===== config.mk =====
export PLATFORM = sky130hd
export DESIGN_NAME = bin2bcd_seq
export DESIGN_NICKNAME = d
export VERILOG_FILES = /design/src/rtl/bcd_pkg.sv /design/src/rtl/bcd_dabble_digit.sv /design/src/rtl/bin2bcd_seq.sv
export SDC_FILE = /design/constraint.sdc
export NUM_CORES = 1
export LEC_CHECK = 0
export CAP_MARGIN = 20
export CORE_MARGIN = 3
export CORE_UTILIZATION = 58
export CTS_CLUSTER_DIAMETER = 200
export DETAILED_ROUTE_END_ITERATION = 8
export PLACE_DENSITY_LB_ADDON = 0.08
export SYNTH_ARGS = -nofsm -noshare
export SYNTH_HDL_FRONTEND = slang
export SYNTH_SLANG_ARGS = --single-unit

===== constraint.sdc =====
create_clock -name clk -period 3.45 [get_ports clk]
set_input_delay 0.345 -clock clk [delete_from_list [all_inputs] [get_ports clk]]
set_output_delay 0.345 -clock clk [all_outputs]
set_load 0.05 [all_outputs]

===== src/rtl/bcd_pkg.sv =====
`default_nettype none
// ============================================================================
//  Module      : bcd_pkg
//  Description : Shared types, constants and helpers for the iterative
//                binary-to-BCD converter.
//  Revision    : 1.0 - initial release
// ============================================================================
package bcd_pkg;

    // Bits per BCD digit
    localparam int BCD_DIGIT_W = 4;

    // Converter control states, explicitly encoded
    typedef enum logic [1:0] {
        ST_IDLE  = 2'd0,
        ST_SHIFT = 2'd1,
        ST_DONE  = 2'd2
    } state_e;

    // Smallest digit count that can hold the largest magnitude of a
    // width-bit operand: 2^w - 1 when unsigned, 2^(w-1) when signed.
    function automatic int min_bcd_digits(input int width, input bit is_signed);
        longint unsigned v_max;
        int              n_dig;
        if (is_signed)
            v_max = 64'd1 << (width - 1);
        else
            v_max = (64'd1 << width) - 64'd1;
        n_dig = 1;
        while (v_max >= 64'd10) begin
            v_max = v_max / 64'd10;
            n_dig = n_dig + 1;
        end
        return n_dig;
    endfunction

endpackage : bcd_pkg
`default_nettype wire


===== src/rtl/bcd_dabble_digit.sv =====
`default_nettype none
// ============================================================================
//  Module      : bcd_dabble_digit
//  Description : Add-3 correction for one BCD digit ahead of a left shift,
//                so a digit of 5..9 carries correctly into the next digit.
//  Revision    : 1.0 - initial release
// ============================================================================
module bcd_dabble_digit
    import bcd_pkg::*;
(
    input  logic [BCD_DIGIT_W-1:0] i_digit,
    output logic [BCD_DIGIT_W-1:0] o_digit
);

    // Digits of 5 or more would become >= 10 when doubled; pre-add 3
    always_comb begin
        o_digit = i_digit;
        if (i_digit >= BCD_DIGIT_W'(5))
            o_digit = i_digit + BCD_DIGIT_W'(3);
    end

endmodule : bcd_dabble_digit
`default_nettype wire


===== src/rtl/bin2bcd_seq.sv =====
`default_nettype none
// ============================================================================
//  Module      : bin2bcd_seq
//  Description : Iterative shift-and-add-3 binary-to-BCD converter with
//                valid/ready on both sides and optional sign-magnitude mode.
//                One operand bit is shifted per clock.
//  Revision    : 1.0 - initial release
// ============================================================================
module bin2bcd_seq
    import bcd_pkg::*;
#(
    parameter int BIN_W  = 16,
    parameter int DIGITS = 5,
    parameter int SIGNED = 0
)
(
    input  logic                          clk,
    input  logic                          rst,
    input  logic                          in_valid,
    output logic                          in_ready,
    input  logic [BIN_W-1:0]              bin_in,
    output logic                          out_valid,
    input  logic                          out_ready,
    output logic [BCD_DIGIT_W*DIGITS-1:0] bcd_out,
    output logic                          out_neg
);

    localparam int                 c_bcd_w    = BCD_DIGIT_W * DIGITS;
    localparam int                 c_cnt_w    = $clog2(BIN_W + 1);
    localparam logic [c_cnt_w-1:0] c_cnt_load = c_cnt_w'(BIN_W);
    localparam logic [c_cnt_w-1:0] c_cnt_last = c_cnt_w'(1);
    localparam bit                 c_signed   = (SIGNED != 0);

    // Reject configurations whose digit count cannot hold the full range
    if (BIN_W < 2) begin : g_bad_width
        $error("bin2bcd_seq: BIN_W must be at least 2");
    end
    if (DIGITS < min_bcd_digits(BIN_W, c_signed)) begin : g_bad_digits
        $error("bin2bcd_seq: DIGITS too small for BIN_W/SIGNED");
    end

    state_e               r_state;
    logic [c_cnt_w-1:0]   r_cnt;
    logic [BIN_W-1:0]     r_bin;
    logic [c_bcd_w-1:0]   r_bcd;
    logic                 r_neg;
    logic [c_bcd_w-1:0]   r_bcd_out;
    logic                 r_neg_out;

    logic                 w_load_neg;
    logic [BIN_W-1:0]     w_load_mag;
    logic [c_bcd_w-1:0]   w_bcd_adj;
    logic [c_bcd_w-1:0]   w_bcd_final;

    // Magnitude of the incoming operand; -2^(BIN_W-1) wraps to exactly
    // 2^(BIN_W-1) which is correct when read as unsigned.
    always_comb begin
        w_load_neg = c_signed && bin_in[BIN_W-1];
        w_load_mag = bin_in;
        if (w_load_neg)
            w_load_mag = (~bin_in) + BIN_W'(1);
    end

    // Per-digit add-3 correction applied to the accumulator before each shift
    for (genvar gi = 0; gi < DIGITS; gi++) begin : g_digit
        bcd_dabble_digit u_digit (
            .i_digit (r_bcd[gi*BCD_DIGIT_W +: BCD_DIGIT_W]),
            .o_digit (w_bcd_adj[gi*BCD_DIGIT_W +: BCD_DIGIT_W])
        );
    end

    // Accumulator contents after the final shift, captured into the output
    assign w_bcd_final = {w_bcd_adj[c_bcd_w-2:0], r_bin[BIN_W-1]};

    // Control FSM, shift datapath and held result registers
    always_ff @(posedge clk) begin
        if (rst) begin
            r_state   <= ST_IDLE;
            r_cnt     <= '0;
            r_bin     <= '0;
            r_bcd     <= '0;
            r_neg     <= 1'b0;
            r_bcd_out <= '0;
            r_neg_out <= 1'b0;
        end else begin
            case (r_state)
                ST_IDLE: begin
                    if (in_valid) begin
                        r_bin   <= w_load_mag;
                        r_neg   <= w_load_neg;
                        r_bcd   <= '0;
                        r_cnt   <= c_cnt_load;
                        r_state <= ST_SHIFT;
                    end
                end
                ST_SHIFT: begin
                    {r_bcd, r_bin} <= {w_bcd_adj, r_bin} << 1;
                    r_cnt          <= r_cnt - c_cnt_last;
                    if (r_cnt == c_cnt_last) begin
                        r_bcd_out <= w_bcd_final;
                        r_neg_out <= r_neg;
                        r_state   <= ST_DONE;
                    end
                end
                ST_DONE: begin
                    if (out_ready)
                        r_state <= ST_IDLE;
                end
                default: r_state <= ST_IDLE;
            endcase
        end
    end

    // Handshake flags decode the state register only
    assign in_ready  = (r_state == ST_IDLE);
    assign out_valid = (r_state == ST_DONE);
    assign bcd_out   = r_bcd_out;
    assign out_neg   = r_neg_out;

endmodule : bin2bcd_seq
`default_nettype wire

==> reports/qor_table.md, run 1 <==
| Result | This run |
| --- | --- |
| Slew of the pin with the lowest slew margin | 0.851 ns |
| CP Launch Type | register |
| Clock tree from TritonCTS | yes |
| Number of buffers between clock root and the deepest sink | 2 |
| CTS Sinks | 63 |
| Cell-internal power | 1.19 mW |
| EDFF count, synth | 0 |
| Yosys reg bits | 63 |
| Layout Skew | 0.00921 ns |
| Unrepaired setup endpoints after global routing | false |
| Hold Crit Depth | 2 |
| Net count of the mapped netlist | 391 |
| Antenna violations before repair | 0 |
| Accumulated negative setup slack | 0 ns |
| H-tree depth | 3 |
| Last weighted congestion value of the routability-driven placer | 0.773 |
| Via count of the routed design | 2570 |
| Fraction of the mapped netlist area in compound gates | 19.9% |
| Reg2Reg Depth | 4 |
| Count of pins over their slew limit | 0 |
| Post-route DRC violation count | 0 |
| Switching Fraction | 26.4% |
| Number of buffer cells added on primary ports | 41 |
| Mapped Area | 3050 sq um |
| Final critical path time including I/O delays and setup | 2.65 ns |
| Post-synthesis async set-or-reset flop share | 0% |
| Pin count of the biggest net entering global routing | 31 |
| Power share of the combinational group | 12.5% |
| Buffering stage count on the worst path with inverters included | 1 |
| Outcome | finished clean |
| Post-route fraction of the period consumed by the critical path | 76.8% |
| Clk Latency, worst-skew pair | 0.34 ns |
| Reg clk slew, reported paths | 0.07 ns |
| Synth Area in Simple Gates | 23.8% |
| Cell area power density | 445 nW/um^2 |
| Number of DRC violations after detailed-routing iteration 0 | 105 |
| Via-to-Cell Ratio | 5.55 |
| Remaining global-route overflow | 0 |
| Core area | 4910 sq um |
| Starting density of the core | 62.2% |
| Final critical-path setup slack | 0.799 ns |
| Detailed-placement wirelength estimate | 4380 microns |
| Die outline width | 78.6 microns |
| Relative slew slack | 43.2% |
| Dominant combinational cell family by area after synthesis | simple AND/OR/NAND/NOR gates |
| Layout overhead on the synthesized area | 19.1% |
| Maximum capacitance violations | 0 |
| Via count of the first global-routing pass | 2549 |
| Cts bufs inserted | 9 |
| Critical path's slowest cell | dfxtp_1 |
| Clock share of power | 39.2% |
| ANT cells | 0 |
| Detailed-router iteration count before antenna repair | 4 |
| Crit path required time | 3.11 ns |
| Total I/O pin count | 43 |
| Number of hold buffers added after cts | 0 |
| Post-synthesis mux area share | 2.50% |
| Area share of fa/ha/maj cells after synthesis | 4.92% |
| FILL cells | 384 |
| Post-cts repair resize count | 0 |
| Count of standard-cell rows | 25 |
| Reg power frac | 48.3% |
| Height of the chip | 78.6 microns |
| Die Area | 6170 sq um |
| GRT Overall Usage | 23.5% |
| Count of final setup violators | 0 |
| DR WL/cell | 14.4 microns |
| Number of cells produced by synthesis | 359 |
| Stage delay of the slowest cell on the critical path | 0.88 ns |
| Final wirelength | 6660 microns |
| Synthesized area per cell | 8.51 sq um |
| Antenna Violating Nets Remaining | 0 |
| Psw | 0.428 mW |
| First-pass GRT wire length | 11500 microns |
| Xor/xnor share of the synthesized area | 1.43% |
| Part of the Yosys area used for sequential elements | 41.3% |
| Critical path class | register to primary output |
| Crit path max-delay family | flip-flops |
| Library cell used as clock root buffer | clkbuf_8 |
| Worst path cell trace | nor2b_1 -> clkdlybuf4s50_1 |
| Footprint of the multi-input gates | 1610 sq um |
| Distinct cell type count of the synthesized netlist | 34 |
| Fraction of layout cells with a size suffix above 1 | 10.6% |
| Crit Path Max Fanout | 25 |
| Most frequent cells in the layout | nor2_1, dfxtp_1, a21oi_1, clkdlybuf4s50_1, nor3_1 |
| Data arrival time of the critical path | 2.31 ns |
| Hold Vio Cnt, Final | 0 |
| Post-Place Setup Slack | 1.06 ns |
| Number of cells on the critical path | 2 |
| Total number of yosys warnings | 0 |
| Type of the tightest min-delay check | input port to register |
| Most used flip-flop cell after synthesis | dfxtp_1 |
| Crit end category | primary output |
| Net total in the final layout | 423 |
| Total setup buffers inserted after CTS | 0 |
| Worst IR drop on VDD | 0.256 mV |
| Leakage power figure | 1.29 nW |
| Total area of sequential cells | 1260 sq um |
| Highest Clock Rate | 377 MHz |
## worst register-to-register path: stages, from the launching register on
cell       delay, ns
dfxtp_1         0.63
buf_4           0.33
nor2b_1         0.65
nand2b_2        0.34
o2bb2ai_1       0.23
## final timing paths
kind                                   to       start  slack, ns
worst max-delay path            out_valid  r_state[1]       0.80
worst min-delay path             r_cnt[1]         rst       0.45
worst max register to register   r_bcd[6]  r_state[0]       1.20
worst min register to register  r_bcd[17]   r_bcd[17]       0.48
## sequential cells by signal, summed over array words and instances, names as in the netlist
name,cells
r_bin,16
r_bcd,20
r_state,2
r_cnt,5
bcd_out,20
## power groups by stage
| stage | combinational, mW | sequential [mW] | clock, mW |
|---|---|---|---|
| 2_1_floorplan | 0.143 | 0.801 | 0 |
| 3_3_place_gp | 0.197 | 0.797 | 0 |
| 3_5_place_dp | 0.202 | 0.798 | 0 |
| 4_1_cts | 0.203 | 0.782 | 0.647 |
| 5_1_grt | 0.226 | 0.787 | 0.680 |
| 6_report | 0.202 | 0.782 | 0.636 |
## metal layers
layer / track usage (%) / share of wire [%] / up-vias
met5: 0 / 0 / -
met1: 27.4 / 46 / 1208
met3: 5.96 / 3.9 / 12
met2: 41.2 / 49 / 53
li1: - / - / 1297
met4: 8.74 / 1.8 / 0
## cell families (layout without fill, tap and decap cells)
| logic type | count (synthesis) | after routing |
|---|---|---|
| and+or+nand+nor | 144 | 144 |
| AOI/OAI and AO/OA | 89 | 89 |
| DFF | 63 | 63 |
| buffers and inverters | 38 | 75 |
| adders and majority gates | 12 | 12 |
| muxes | 7 | 7 |
| xor gates and xnor gates | 5 | 5 |
| other | 1 | 1 |
## synth_stat cells, types with 10 or more instances
cell type	count	share of area [%]
dfxtp_1	63	41
nor3_1	20	3.3
buf_2	11	1.8
nor3b_1	10	2.5
ha_1	12	4.9
nand2b_1	19	3.9
nor2_1	63	7.7
inv_1	14	1.7
a21oi_1	40	6.6
nor2b_1	18	3.7
o2bb2ai_1	14	4.0
## final cells by class
| cell class | count | share of cell area [%] |
|---|---|---|
| multi-input cells | 258 | 44.2 |
| flip-flops and latches | 63 | 34.7 |
| repair buffers | 45 | 12.0 |
| clock buffers | 10 | 3.78 |
| well taps | 67 | 2.30 |
| clock inverters | 6 | 1.65 |
| inverters | 14 | 1.44 |
## per-stage QoR
step	util, %	power (mW)	hold slack, ns	area [sq um]	std cells
after CTS	74.1	1.63	0.436	3640	463
after global routing	74.1	1.69	0.476	3640	463
final	74.1	1.62	0.452	3640	463
after floorplan	-	0.945	0.432	3050	359
after global placement	70.0	0.994	0.447	3440	447
after detailed placement	70.0	0.999	0.464	3440	447
(Power assumes the default switching activity.)
==> run 2: changes to the inputs <==
--- a/config.mk
+++ b/config.mk
@@ -7,7 +7,7 @@
 export LEC_CHECK = 0
 export CAP_MARGIN = 20
 export CORE_MARGIN = 3
-export CORE_UTILIZATION = 58
+export CORE_UTILIZATION = 49
 export CTS_CLUSTER_DIAMETER = 200
 export DETAILED_ROUTE_END_ITERATION = 8
 export PLACE_DENSITY_LB_ADDON = 0.08
==> constraint.sdc (replaced) <==
create_clock -name clk -period 2.3 [get_ports clk]
set_input_delay 0.23 -clock clk [delete_from_list [all_inputs] [get_ports clk]]
set_output_delay 0.23 -clock clk [all_outputs]
set_load 0.05 [all_outputs]
==> run 2 against run 1 <==
Against the previous run: via count shrank 1.2%; sequential share of layout area shrank 0.54 points; power grew 49%; first-iteration DRC count shrank 12%; worst setup slack lost 0.52 ns; critical path type unchanged.
==> reports/qor_table.md, run 2 (same netlist as run 1, synthesis figures left out) <==
| Result | This run | Change |
| --- | --- | --- |
| Type of the tightest min-delay check | input port to register |  |
| Count of pins over their slew limit | 0 | unchanged |
| Top Layer Used | met4 |  |
| Detail Route met3 WL | 257 microns | -1.9% |
| Critical path class | register to primary output |  |
| Worst path cell trace | nor2_1 -> clkdlybuf4s50_1 |  |
| CTS Sinks | 63 | unchanged |
| Reg2Reg Depth | 4 | unchanged |
| Count of non-filler cells in the finished layout | 478 | +3.2% |
| Crit Path Max Fanout | 13 | -48% |
| Reg2reg start | r_state[0] |  |
| DR WL met2 | 3120 microns | -3.8% |
| Number of buffer cells added on primary ports | 41 | unchanged |
| Post-route DRC violation count | 0 | unchanged |
| Height of the chip | 85.0 microns | +8.1% |
| Worst IR drop on VDD | 0.531 mV | +110% |
| Core area | 5990 sq um | +22% |
| Remaining global-route overflow | 0 | unchanged |
| Hold Vio Cnt, Final | 0 | unchanged |
| Total I/O pin count | 43 | unchanged |
| Stage delay of the slowest cell on the critical path | 0.83 ns | -0.05 ns |
| Data arrival time of the critical path | 1.79 ns | -0.52 ns |
| Library cell used as clock root buffer | clkbuf_8 |  |
| Worst Hold Path EP | r_state[1] |  |
| Post-route core utilization | 61.7% | -12 points |
| Net total in the final layout | 430 | +1.7% |
| Cts bufs inserted | 9 | unchanged |
| Detailed-placement wirelength estimate | 4480 microns | +2.3% |
| Final wirelength | 6480 microns | -2.6% |
| Outcome | finished clean |  |
| Detailed-router iteration count before antenna repair | 5 | +1 |
| Relative slew slack | 65.9% | +23 points |
| Pin count of the biggest net entering global routing | 24 | -23% |
| Worst Min Path Start | rst |  |
| Final critical path time including I/O delays and setup | 2.02 ns |  |
| ANT cells | 0 | unchanged |
| Number of hold buffers added after cts | 0 | unchanged |
| Highest Clock Rate | 495 MHz |  |
| Crit path max-delay family | buffers and inverters |  |
| Most frequent cells in the layout | nor2_1, dfxtp_1, a21oi_1 |  |
| Count of final setup violators | 0 | unchanged |
| Slew of the pin with the lowest slew margin | 0.512 ns | -0.339 ns |
| Unrepaired setup endpoints after global routing | false |  |
| First-pass GRT wire length | 11100 microns | -3.3% |
| DR WL/cell | 13.6 microns | -5.7% |
| Slack of the worst reg-to-reg path | 0.61 ns | -0.59 ns |
| Clk Latency, worst-skew pair | 0.34 ns | about the same |
| Maximum capacitance violations | 0 | unchanged |
| Number of DRC violations after detailed-routing iteration 0 | 92 | -12% |
| Post-route fraction of the period consumed by the critical path | 87.8% |  |
| CP Launch Type | register |  |
| Critical path's slowest cell | clkdlybuf4s50_1 |  |
| Hold Crit Depth | 2 | unchanged |
| Final total power | 2.41 mW | +49% |
| Die outline width | 85.0 microns | +8.1% |
| Via-to-Cell Ratio | 5.31 | -4.3% |
| Starting density of the core | 51.0% | -11 points |
| Accumulated negative setup slack | 0 ns | unchanged |
| Clock tree from TritonCTS | yes |  |
| Buffering stage count on the worst path with inverters included | 1 | unchanged |
| Fraction of layout cells with a size suffix above 1 | 12.2% | +1.6 points |
| Leakage power figure | 1.33 nW | +3.0% |
| H-tree depth | 3 | unchanged |
| Via count of the first global-routing pass | 2474 | -2.9% |
| Layout overhead on the synthesized area | 21.0% |  |
| Reg-to-reg critical path endpoint | bcd_out[10] |  |
| Total setup buffers inserted after CTS | 0 | unchanged |
| Via count of the routed design | 2539 | -1.2% |
| Reg clk slew, reported paths | 0.07 ns | about the same |
| Post-cts repair resize count | 0 | unchanged |
| Cell area power density | 652 nW/um^2 | +46% |
| Crit end category | primary output |  |
| Die Area | 7220 sq um | +17% |
| Count of standard-cell rows | 28 | +12% |
| Number of buffers between clock root and the deepest sink | 2 | unchanged |
| Crit path required time | 2.07 ns | -1.04 ns |
| Cell Count Post-Placement | 462 | +3.4% |
| Layout Skew | 0.00800 ns | -0.00121 ns |
| Last weighted congestion value of the routability-driven placer | 0.800 | +3.4% |
| Worst slack on hold paths | 0.273 ns | -0.180 ns |
| Antenna Violating Nets Remaining | 0 | unchanged |
| Antenna violations before repair | 0 | unchanged |
| GRT Overall Usage | 19.0% | -4.5 points |
| Routed met1 length | 3000 microns | -1.1% |
-- run 2: how the worst max path moves through the flow --
| stage | startpoint | to | slack (ns) | depth (start not counted) |
|---|---|---|---|---|
| finish | r_state[1] | in_ready | 0.28 | 2 |
| global route | r_state[1] | in_ready | 0.21 | 2 |
| CTS | r_state[1] | in_ready | 0.27 | 2 |
| detailed placement | r_state[0] | bcd_out[10] | 0.63 | 4 |
| global placement | r_state[1] | in_ready | 0.65 | 2 |
| floorplan | r_state[0] | r_bin[0] | 0.65 | 5 |
-- run 2: layer usage --
| layer | up-vias | GRT usage [%] |
|---|---|---|
| li1 | 1317 | - |
| met1 | 1162 | 21.9 |
| met2 | 51 | 33.3 |
| met3 | 9 | 5.15 |
| met4 | 0 | 7.34 |
| met5 | - | 0 |
-- run 2: area by class of cell --
| type | instances | area (sq um) |
|---|---|---|
| clock buffer | 14 | 183 |
| clock inverter | 2 | 12.5 |
| tap | 75 | 93.8 |
| inverter | 14 | 52.6 |
| sequential | 63 | 1260 |
| fill | 550 | 2300 |
| timing repair buffer | 52 | 485 |
| multi-input combinational | 258 | 1610 |
-- run 2: worst register-to-register path: stages, from the launching register on --
cell	delay (ns)
dfxtp_1	0.42
nor2b_1	0.19
and4b_1	0.37
nand2b_1	0.35
o22ai_1	0.28
-- run 2: power breakdown --
part           total [mW]  switching, mW  internal (mW)
clock               0.925          0.418          0.508
sequential           1.17         0.0304           1.14
combinational       0.316          0.180          0.136
total                2.41          0.628           1.78
-- run 2: stage by stage --
stage / area, sq um / setup slack (ns)
after floorplan: 3050 / 0.646
after global placement: 3500 / 0.650
after detailed placement: 3500 / 0.626
after CTS: 3690 / 0.267
after global routing: 3690 / 0.212
final: 3690 / 0.281
==> run 3: changes to the inputs <==
--- a/config.mk
+++ b/config.mk
@@ -10,7 +10,9 @@
 export CORE_UTILIZATION = 49
 export CTS_CLUSTER_DIAMETER = 200
 export DETAILED_ROUTE_END_ITERATION = 8
+export GPL_TIMING_DRIVEN = 1
 export PLACE_DENSITY_LB_ADDON = 0.08
+export SKIP_LAST_GASP = 1
 export SYNTH_ARGS = -nofsm -noshare
 export SYNTH_HDL_FRONTEND = slang
 export SYNTH_SLANG_ARGS = --single-unit
==> results of run 3 <==
The final DEF is identical to that of run 2; final timing and power are the same.
==> RTL change: new RTL, flow settings as in run 1 <==
The parameter `SIGNED` goes from 0 to 1.
--- a/src/rtl/bin2bcd_seq.sv
+++ b/src/rtl/bin2bcd_seq.sv
@@ -11,7 +11,7 @@
 #(
     parameter int BIN_W  = 16,
     parameter int DIGITS = 5,
-    parameter int SIGNED = 0
+    parameter int SIGNED = 1
 )
 (
     input  logic                          clk,
Formal check against the unedited RTL: same outputs for any inputs over 10 cycles, from zero or initial values and one cycle with rst high; that may be too few to reach the edited logic, so the function may still have changed.
==> RTL change against run 1 <==
Wire length is 7.2% higher. Largest power group unchanged. Total power is 2.0% higher. Critical path type is now in -> reg. Clock power hardly changed. Sequential cell count is 2 higher. Global-route usage is 0.55 points higher. Synthesized area is 3.5% higher. Cell area is 4.8% higher. Worst setup slack better by 0.49 ns.
==> RTL change: results (changes against run 1) <==
sta:
  clock_skew_ns: 0.00631  # -0.00290 ns
  tightest_slew_ns: 0.918  # +0.0672 ns
run_status:
  status: "completed"
placed_design:
  place.gp.congestion: 0.807  # +4.3%
  post-dp-hpwl_um: 4640  # +6.0%
  portBuffers: 42  # +2.4%
clock_tree:
  cts_setup_buffers: 0  # unchanged
  clockBufferDepth: 2  # unchanged
  cts-buffers-inserted: 9  # unchanged
  postCtsResizedCells: 0  # unchanged
route:
  dr.pass1.iters: 5  # +1
  drt_first_iter_violations: 212  # +100%
  viasPerCell: 5.74  # +3.4%
  avgRoutedWirePerCell_um: 14.7  # +2.1%
global_routing:
  grt_pass1_wl_um: 12100  # +5.0%
  grt_pass1_vias: 2649  # +3.9%
  grt_usage_pct: 24.0  # +0.55 points
  grt_max_degree: 40  # +29%
logic_synthesis:
  seq_area_frac_synth_pct: 41.2  # -0.12 points
  syn_nets: 409  # +4.6%
  synth_area_leaders: "dfxtp_1, ha_1, a21oi_1, nand2_1, nor2_1"
  ys_types: 41  # +21%
  synthTopCellsByCount: "dfxtp_1, nand2_1, nor2_1, a21oi_1, clkbuf_1"
min_path:
  hold_class: "reg -> reg"
  worstHoldStart: "r_neg"
pwr:
  power_switching_uw: 422  # -1.5%
  ir_drop_uv: 291  # +14%
  p_leak_nw: 1.35  # +4.4%
finish:
  drive_gt1_share_pct: 6.97  # -3.6 points
  finalNetCount: 445  # +5.2%
  fill_cells: 427  # +11%
setup_path:
  cp_max_fo: 5  # -80%
  arrival_ns: 2.37  # +0.06 ns
  timing.critical_path.from: "bin_in[4]"
  worstReg2RegStart: "r_cnt[1]"
## RTL change: cell types whose count changed in the layout (fill, tap and decap cells not counted), sizes merged, moves of 4 or more
| cell | delta |
|---|---|
| a22oi | +15 |
| o22ai | -6 |
| mux2 | -4 |
| nor2 | -26 |
| a222oi | +10 |
| nor3 | -6 |
| nor2b | -13 |
| nand2 | +39 |
| a21oi | -9 |
| o2bb2ai | -14 |
| nand2b | -11 |
| xor2 | +6 |
| xnor2 | +7 |
| o21ai | +6 |
## RTL change: logic make-up (layout without fill, tap and decap cells)
group,after synthesis,in the layout,share of synthesized area [%]
AOI/OAI and AO/OA,99,99,21.3
xor gates and xnor gates,18,18,4.99
adders and majority gates,13,13,5.15
buffers and inverters,38,78,4.79
DFF,65,65,41.2
muxes,6,6,1.94
and+or+nand+nor,137,137,20.7
## RTL change: area by class of cell
type / count / share of cell area (%)
Multi-Input combinational cell: 273 / 45.0
Sequential cell: 65 / 34.1
Timing Repair Buffer: 47 / 11.9
Clock buffer: 12 / 4.07
Tap cell: 70 / 2.30
Inverter: 16 / 1.58
Clock inverter: 3 / 1.05
## RTL change: critical path, cell delays in order
cell,delay [ns]
clkdlybuf4s50_1,0.48
nor4_1,0.74
a31oi_1,0.22
xor2_1,0.19
a222oi_1,0.32
nor2_1,0.06
## RTL change: stage by stage
step           area [um2]  std cells  setup slack [ns]  utilization (%)  power (mW)
2_1_floorplan        3160        376              1.64                -       0.956
3_3_place_gp         3620        471              1.05             69.5        1.03
3_5_place_dp         3620        471             0.986             69.5        1.03
4_1_cts              3810        486              1.25             73.2        1.66
5_1_grt              3810        486             0.974             73.2        1.72
6_report             3810        486              1.29             73.2        1.65
## RTL change: path summary, 6_finish.rpt
check	cells past startpoint	endpoint	slack, ns
hold / removal	2	out_neg	0.46
hold reg to reg	2	out_neg	0.46
setup reg to reg	6	bcd_out[12]	1.30
setup / recovery	6	r_bin[8]	1.29
## RTL change: power by group through the flow
stage                     clock, mW  combinational (mW)  sequential, mW
after floorplan                   0               0.133           0.823
after global placement            0               0.212           0.813
after detailed placement          0               0.217           0.813
after CTS                     0.648               0.218           0.797
after global routing          0.683               0.239           0.800
final                         0.637               0.218           0.797
## RTL change: routing by layer
| layer | part of all wire (%) | up-vias | GRT usage, % |
|---|---|---|---|
| li1 | - | 1408 | - |
| met1 | 47 | 1309 | 31.3 |
| met2 | 47 | 64 | 38.6 |
| met3 | 4.6 | 9 | 5.76 |
| met4 | 1.4 | 0 | 8.78 |
| met5 | 0 | - | 0 |
